==> src/rtl/mem_arbiter_pkg.sv <==
// Shared definitions for the two-port memory arbiter: read FSM encoding,
// port identifiers and default bus widths.
package mem_arbiter_pkg;

  localparam int DEF_DW = 32;
  localparam int DEF_AW = 16;

  localparam int PORT_I = 0;
  localparam int PORT_D = 1;

  typedef enum logic [1:0] {
    ST_IDLE = 2'd0,
    ST_RD_I = 2'd1,
    ST_RD_D = 2'd2
  } state_e;

endpackage

==> src/rtl/mem_arbiter_if.sv <==
// Bundle of the instruction port, data port and memory command signals.
// The slave modport is the arbiter's view; the master modport is the environment's view.
interface mem_arbiter_if
  import mem_arbiter_pkg::*;
#(
  parameter int DW = DEF_DW,
  parameter int AW = DEF_AW
) ();

  logic          i_req;
  logic [AW-1:0] i_addr;
  logic          i_gnt;
  logic          i_rvalid;
  logic [DW-1:0] i_rdata;

  logic          d_req;
  logic          d_we;
  logic [AW-1:0] d_addr;
  logic [DW-1:0] d_wdata;
  logic          d_gnt;
  logic          d_rvalid;
  logic [DW-1:0] d_rdata;

  logic          m_en;
  logic          m_we;
  logic [AW-1:0] m_addr;
  logic [DW-1:0] m_wdata;
  logic [DW-1:0] m_rdata;

  modport slave (
    input  i_req, i_addr, d_req, d_we, d_addr, d_wdata, m_rdata,
    output i_gnt, i_rvalid, i_rdata, d_gnt, d_rvalid, d_rdata,
           m_en, m_we, m_addr, m_wdata
  );

  modport master (
    output i_req, i_addr, d_req, d_we, d_addr, d_wdata, m_rdata,
    input  i_gnt, i_rvalid, i_rdata, d_gnt, d_rvalid, d_rdata,
           m_en, m_we, m_addr, m_wdata
  );

endinterface

==> src/rtl/mem_arbiter_pick.sv <==
// Grant decision: D-port has priority unless the I-port is starved.
// Output is one-hot (indexed by PORT_I/PORT_D) or zero when disabled.
module mem_arb_pick
  import mem_arbiter_pkg::*;
(
  input  logic       en_i,
  input  logic       i_req_i,
  input  logic       d_req_i,
  input  logic       starve_i,
  output logic [1:0] gnt_o
);

  always_comb begin
    gnt_o = '0;
    if (en_i) begin
      if (i_req_i && (!d_req_i || starve_i)) begin
        gnt_o[PORT_I] = 1'b1;
      end else if (d_req_i) begin
        gnt_o[PORT_D] = 1'b1;
      end
    end
  end

endmodule

==> src/rtl/mem_arbiter.sv <==
// Two-port (fetch/data) arbiter onto a single-port synchronous memory.
// Optional I-port anti-starvation forcing is enabled by MEM_ARB_STARVE_GUARD_EN.
//
//   state   | meaning
//   ST_IDLE | no read outstanding
//   ST_RD_I | fetch read outstanding, data returns this cycle
//   ST_RD_D | data-port read outstanding, data returns this cycle
module mem_arbiter
  import mem_arbiter_pkg::*;
#(
  parameter int DW           = DEF_DW,
  parameter int AW           = DEF_AW,
  parameter int STARVE_LIMIT = 4
) (
  input  logic          clk,
  input  logic          rst,
  mem_arbiter_if.slave  bus
);

  logic [1:0]    gnt;
  logic          starve;
  state_e        state_q, state_d;
  logic [AW-1:0] m_addr_q, m_addr_d;
  logic [DW-1:0] m_wdata_q, m_wdata_d;
  logic [DW-1:0] i_rdata_q, d_rdata_q;

`ifdef MEM_ARB_STARVE_GUARD_EN
  localparam int SW = (STARVE_LIMIT < 1) ? 1 : $clog2(STARVE_LIMIT + 1);
  logic [SW-1:0] starve_cnt_q, starve_cnt_d;

  assign starve = (starve_cnt_q == SW'(STARVE_LIMIT));

  always_comb begin
    starve_cnt_d = starve_cnt_q;
    if (gnt[PORT_I] || !bus.i_req) begin
      starve_cnt_d = '0;
    end else if (gnt[PORT_D] && !starve) begin
      starve_cnt_d = starve_cnt_q + 1'b1;
    end
  end

  always_ff @(posedge clk) begin
    if (!rst) starve_cnt_q <= '0;
    else      starve_cnt_q <= starve_cnt_d;
  end
`else
  // Fixed D-priority build: the limit has no effect.
  logic unused_limit;
  assign unused_limit = (STARVE_LIMIT != 0);
  assign starve       = 1'b0;
`endif

  mem_arb_pick u_pick (
    .en_i     (rst),
    .i_req_i  (bus.i_req),
    .d_req_i  (bus.d_req),
    .starve_i (starve),
    .gnt_o    (gnt)
  );

  assign bus.i_gnt = gnt[PORT_I];
  assign bus.d_gnt = gnt[PORT_D];
  assign bus.m_en  = |gnt;
  assign bus.m_we  = gnt[PORT_D] & bus.d_we;

  // Address/data follow the winner; they hold the last command when idle.
  always_comb begin
    m_addr_d  = m_addr_q;
    m_wdata_d = m_wdata_q;
    if (gnt[PORT_D]) begin
      m_addr_d  = bus.d_addr;
      m_wdata_d = bus.d_wdata;
    end else if (gnt[PORT_I]) begin
      m_addr_d  = bus.i_addr;
    end
  end

  assign bus.m_addr  = m_addr_d;
  assign bus.m_wdata = m_wdata_d;

  always_comb begin
    state_d = ST_IDLE;
    if (gnt[PORT_I]) begin
      state_d = ST_RD_I;
    end else if (gnt[PORT_D] && !bus.d_we) begin
      state_d = ST_RD_D;
    end
  end

  always_ff @(posedge clk) begin
    if (!rst) begin
      state_q   <= ST_IDLE;
      m_addr_q  <= '0;
      m_wdata_q <= '0;
      i_rdata_q <= '0;
      d_rdata_q <= '0;
    end else begin
      state_q   <= state_d;
      m_addr_q  <= m_addr_d;
      m_wdata_q <= m_wdata_d;
      if (state_q == ST_RD_I) i_rdata_q <= bus.m_rdata;
      if (state_q == ST_RD_D) d_rdata_q <= bus.m_rdata;
    end
  end

  // Returned data passes straight through; the held copy covers idle cycles.
  assign bus.i_rvalid = (state_q == ST_RD_I);
  assign bus.d_rvalid = (state_q == ST_RD_D);
  assign bus.i_rdata  = bus.i_rvalid ? bus.m_rdata : i_rdata_q;
  assign bus.d_rdata  = bus.d_rvalid ? bus.m_rdata : d_rdata_q;

endmodule

==> src/flat_wrapper.sv <==
// flat-port wrapper written by rule: the top's interface ports become plain ports
module mem_arbiter_flat import mem_arbiter_pkg::*;
#(
  parameter int DW           = DEF_DW,
  parameter int AW           = DEF_AW,
  parameter int STARVE_LIMIT = 4
)
  (clk, rst, bus_i_req, bus_i_addr, bus_d_req, bus_d_we, bus_d_addr, bus_d_wdata, bus_m_rdata, bus_i_gnt, bus_i_rvalid, bus_i_rdata, bus_d_gnt, bus_d_rvalid, bus_d_rdata, bus_m_en, bus_m_we, bus_m_addr, bus_m_wdata);
  mem_arbiter_if #(.DW(DW), .AW(AW)) bus_i ();
  input  logic clk;
  input  logic rst;
  input wire logic [$bits(bus_i.i_req)-1:0] bus_i_req;
  input wire logic [$bits(bus_i.i_addr)-1:0] bus_i_addr;
  input wire logic [$bits(bus_i.d_req)-1:0] bus_d_req;
  input wire logic [$bits(bus_i.d_we)-1:0] bus_d_we;
  input wire logic [$bits(bus_i.d_addr)-1:0] bus_d_addr;
  input wire logic [$bits(bus_i.d_wdata)-1:0] bus_d_wdata;
  input wire logic [$bits(bus_i.m_rdata)-1:0] bus_m_rdata;
  output wire logic [$bits(bus_i.i_gnt)-1:0] bus_i_gnt;
  output wire logic [$bits(bus_i.i_rvalid)-1:0] bus_i_rvalid;
  output wire logic [$bits(bus_i.i_rdata)-1:0] bus_i_rdata;
  output wire logic [$bits(bus_i.d_gnt)-1:0] bus_d_gnt;
  output wire logic [$bits(bus_i.d_rvalid)-1:0] bus_d_rvalid;
  output wire logic [$bits(bus_i.d_rdata)-1:0] bus_d_rdata;
  output wire logic [$bits(bus_i.m_en)-1:0] bus_m_en;
  output wire logic [$bits(bus_i.m_we)-1:0] bus_m_we;
  output wire logic [$bits(bus_i.m_addr)-1:0] bus_m_addr;
  output wire logic [$bits(bus_i.m_wdata)-1:0] bus_m_wdata;
  assign bus_i.i_req = bus_i_req;
  assign bus_i.i_addr = bus_i_addr;
  assign bus_i.d_req = bus_d_req;
  assign bus_i.d_we = bus_d_we;
  assign bus_i.d_addr = bus_d_addr;
  assign bus_i.d_wdata = bus_d_wdata;
  assign bus_i.m_rdata = bus_m_rdata;
  assign bus_i_gnt = bus_i.i_gnt;
  assign bus_i_rvalid = bus_i.i_rvalid;
  assign bus_i_rdata = bus_i.i_rdata;
  assign bus_d_gnt = bus_i.d_gnt;
  assign bus_d_rvalid = bus_i.d_rvalid;
  assign bus_d_rdata = bus_i.d_rdata;
  assign bus_m_en = bus_i.m_en;
  assign bus_m_we = bus_i.m_we;
  assign bus_m_addr = bus_i.m_addr;
  assign bus_m_wdata = bus_i.m_wdata;
  mem_arbiter #(.DW(DW), .AW(AW), .STARVE_LIMIT(STARVE_LIMIT)) u_core (.clk(clk), .rst(rst), .bus(bus_i));
endmodule
==> config.mk <==
export PLATFORM = sky130hd
export DESIGN_NAME = mem_arbiter_flat
export DESIGN_NICKNAME = d
export VERILOG_FILES = /design/src/rtl/mem_arbiter_pkg.sv /design/src/rtl/mem_arbiter_if.sv /design/src/rtl/mem_arbiter_pick.sv /design/src/rtl/mem_arbiter.sv /design/src/flat_wrapper.sv
export SDC_FILE = /design/constraint.sdc
export NUM_CORES = 1
export LEC_CHECK = 0
export ABC_AREA = 1
export CORE_UTILIZATION = 46
export CTS_CLUSTER_SIZE = 25
export DETAILED_ROUTE_END_ITERATION = 12
export HOLD_SLACK_MARGIN = 0.12
export MAX_ROUTING_LAYER = met4
export PLACE_DENSITY_LB_ADDON = 0.25
export SLEW_MARGIN = 30
export SYNTH_ARGS = -nofsm -noshare
export SYNTH_HDL_FRONTEND = slang
export SYNTH_SLANG_ARGS = --single-unit
export TNS_END_PERCENT = 5
==> constraint.sdc <==
create_clock -name clk -period 2.9 [get_ports clk]
set_clock_uncertainty 0.2 [all_clocks]
set_input_delay 0.58 -clock clk [delete_from_list [all_inputs] [get_ports clk]]
set_output_delay 0.58 -clock clk [all_outputs]
set_load 0.01 [all_outputs]
==> results.json <==
{
  "grt_pass1_vias": 4988,
  "fmax_mhz": 329,
  "yosys_warnings": 0,
  "grt_max_degree": 66,
  "final_area_sq_mm": 0.00834,
  "p_per_area_mw_per_mm2": 574,
  "cpMostUsedCell": "clkdlybuf4s50_1",
  "ant_nets": 0,
  "drv_slew": 0,
  "final.setup.tns_ps": -883,
  "leakagePower_nw": 4.90,
  "max_slew_margin_pct": 77.1,
  "syn_avg_cell_area_sq_um": 7.07,
  "ir_drop_v": 0.000325,
  "clock_sinks": 114,
  "cpLargestDelayFamily": "buffers and inverters",
  "final_cell_mix": "181 x inv_1, 141 x clkdlybuf4s50_1, 114 x dfxtp_1, 97 x nand2_1, 95 x nor2_1",
  "finalHoldViolations": 0,
  "via_per_inst": 4.76,
  "initial_utilization_pct": 47.0,
  "regArea_sq_mm": 0.00228,
  "grt_usage_pct": 25.5,
  "die_w_um": 107,
  "crit_arrival_ps": 2260,
  "dp_slack_ps": -253,
  "gp_congestion": 0.869,
  "crit_buf_inv": 4,
  "min_path_cells": 2,
  "numPortBuffers": 218,
  "antenna_found_initial": 0,
  "clk_pin_slew_ps": 60,
  "end_kind": "output port",
  "num_vias": 5265,
  "synth_cell_types": 17,
  "crit_path_cell_trace": "clkdlybuf4s50_1 > buf_12 > nand2_4 > inv_4 > nand2_1 > nand3_1 > clkdlybuf4s50_1",
  "rr_endpoint": "u_core.i_rdata_q[5]$_SDFF_PN0_",
  "critical_path_class": "in2out",
  "postCtsSetupBuffers": 0,
  "ys_top_cells_by_area": "dfxtp_1 45%, inv_1 13%, nor2_1 7.4%, nand2_1 7.3%, o21ai_0 6.3%",
  "first_pass_iters": 5,
  "fp.dieH_um": 107,
  "utilization_pct": 77.0,
  "multi_input_area_sq_mm": 0.00187,
  "core_area_sq_mm": 0.0108,
  "cp-start-kind": "input pin",
  "synthCells": 721,
  "seq_area_frac_synth_pct": 44.7,
  "drt_iter0_drc": 353,
  "fill_cells": 790,
  "cts_root_buffer": "clkbuf_8",
  "fin_crit_sh_pct": 105,
  "tightest_slew_ps": 339,
  "reg2reg_from": "u_core.state_q[1]$_SDFF_PP0_",
  "syn_nets": 822,
  "violations": "setup timing",
  "yosys_register_bits": 114,
  "ios": 219,
  "antennaDiodeCount": 0,
  "setup_ws_ps": -138,
  "synth.cell_area_sq_mm": 0.00510,
  "setup_violations": 7,
  "crit_path_max_fanout": 17,
  "hold_ws_ps": 256,
  "grt_pass1_wl_um": 22300,
  "hpwlAfterDp_um": 9800,
  "placed_area_sq_mm": 0.00760,
  "timing.max_cap.violations": 0,
  "cp_slowest_stage_delay_ps": 560,
  "htree_levels": 4,
  "synthToLayoutAreaGrowth_pct": 63.6,
  "clkLatencyLatePin_ps": 510,
  "rows": 38,
  "yosysTopAreaCell": "dfxtp_1",
  "rrSetupSlack_ps": 1500,
  "finalNetCount": 1055,
  "wl_per_cell_um": 13.0,
  "hp-start": "u_core.m_wdata_q[30]$_SDFF_PN0_",
  "outcome": "finished with violations",
  "cts_buffers": 17,
  "cts_tree": "done",
  "rsz0062_at_grt": "true",
  "synth.top_cell.area_share_pct": 44.7,
  "cp_slowest_cell": "clkdlybuf4s50_1",
  "hold_path_end": "u_core.m_wdata_q[30]$_SDFF_PN0_",
  "routed_wl_um": 14400,
  "period_needed_ps": 3040,
  "die-area_sq_mm": 0.0115,
  "cp.required_ps": 2120,
  "hold_path.class": "reg2reg",
  "drive_gt1_share_pct": 11.5,
  "drc": 0,
  "rr_worst_depth": 6,
  "gr-total-overflow": 0,
  "final_common_cell": "inv_1",
  "clk_path_buf_depth": 2
}
-- cell usage after synthesis --
cell type	instances
inv_2	3
clkbuf_1	14
buf_4	7
nor2_1	100
nand2_1	99
nand2_2	1
a21oi_2	27
a21oi_1	5
buf_6	8
nand4_1	16
nand2_4	1
nand3_1	32
buf_2	17
o21ai_0	64
a211oi_1	32
dfxtp_1	114
inv_1	181
-- worst max path at each step --
stage	start	endpoint	slack, ps	depth (start not counted)
detailed placement	bus_d_req	bus_m_addr[9]	-250	6
finish	rst	bus_m_addr[5]	-140	7
global placement	bus_d_req	bus_m_addr[9]	-230	6
floorplan	rst	bus_m_wdata[0]	760	6
global route	rst	bus_m_addr[5]	-220	7
CTS	rst	bus_m_addr[3]	-220	7
-- per-layer routing --
metal,track usage [%],vias up,part of all wire (%)
met5,-,-,0
met4,10.9,0,2.4
met3,7.93,26,7.0
met2,43.8,200,51
met1,27.1,2374,40
li1,-,2665,-
-- metrics by stage --
step | std cells | total power, mW
3_3_place_gp | 1075 | 2.61
4_1_cts | 1106 | 4.83
6_report | 1106 | 4.79
2_1_floorplan | 721 | 2.12
5_1_grt | 1106 | 4.99
3_5_place_dp | 1075 | 2.63
-- tightest hold or removal path: stages (launching register included) --
cell and delay, ps:
dfxtp_1 300, inv_1 60, a211oi_1 60
-- kinds of logic after synthesis --
group,after synthesis,synth area share [%]
DFF,114,44.7
and+or+nand+nor,249,20.1
buffers and inverters,230,19.0
AOI/OAI and AO/OA,128,16.1
-- area by class of cell --
| class | count | area share, % |
|---|---|---|
| flip-flops and latches | 114 | 27.4 |
| inverters | 184 | 8.34 |
| clock buffers | 22 | 5.43 |
| well taps | 140 | 2.10 |
| multi-input cells | 377 | 22.4 |
| clock inverters | 9 | 2.14 |
| repair buffers | 260 | 32.2 |
-- what timing repair did --
action | 4_1_cts | 5_1_grt
gates resized for setup | 32 | 89
hold buffers | 0 | 0
endpoints found under the setup margin | 51 | 79
endpoints found under the hold margin | 0 | 0
-- power by group --
| group | internal [mW] | switching, mW | leakage (nW) |
|---|---|---|---|
| sequential | 1.66 | 0.0241 | 0.938 |
| clock | 1.52 | 0.692 | 0.301 |
| combinational | 0.461 | 0.429 | 3.66 |
| total | 3.64 | 1.14 | 4.90 |
-- sequential cells by signal, indices dropped and copies added (netlist names) --
| register | flops |
|---|---|
| u_core.d_rdata_q | 32 |
| u_core.m_wdata_q | 32 |
| u_core.state_q | 2 |
| u_core.m_addr_q | 16 |
| u_core.i_rdata_q | 32 |
(Power assumes the default switching activity.)
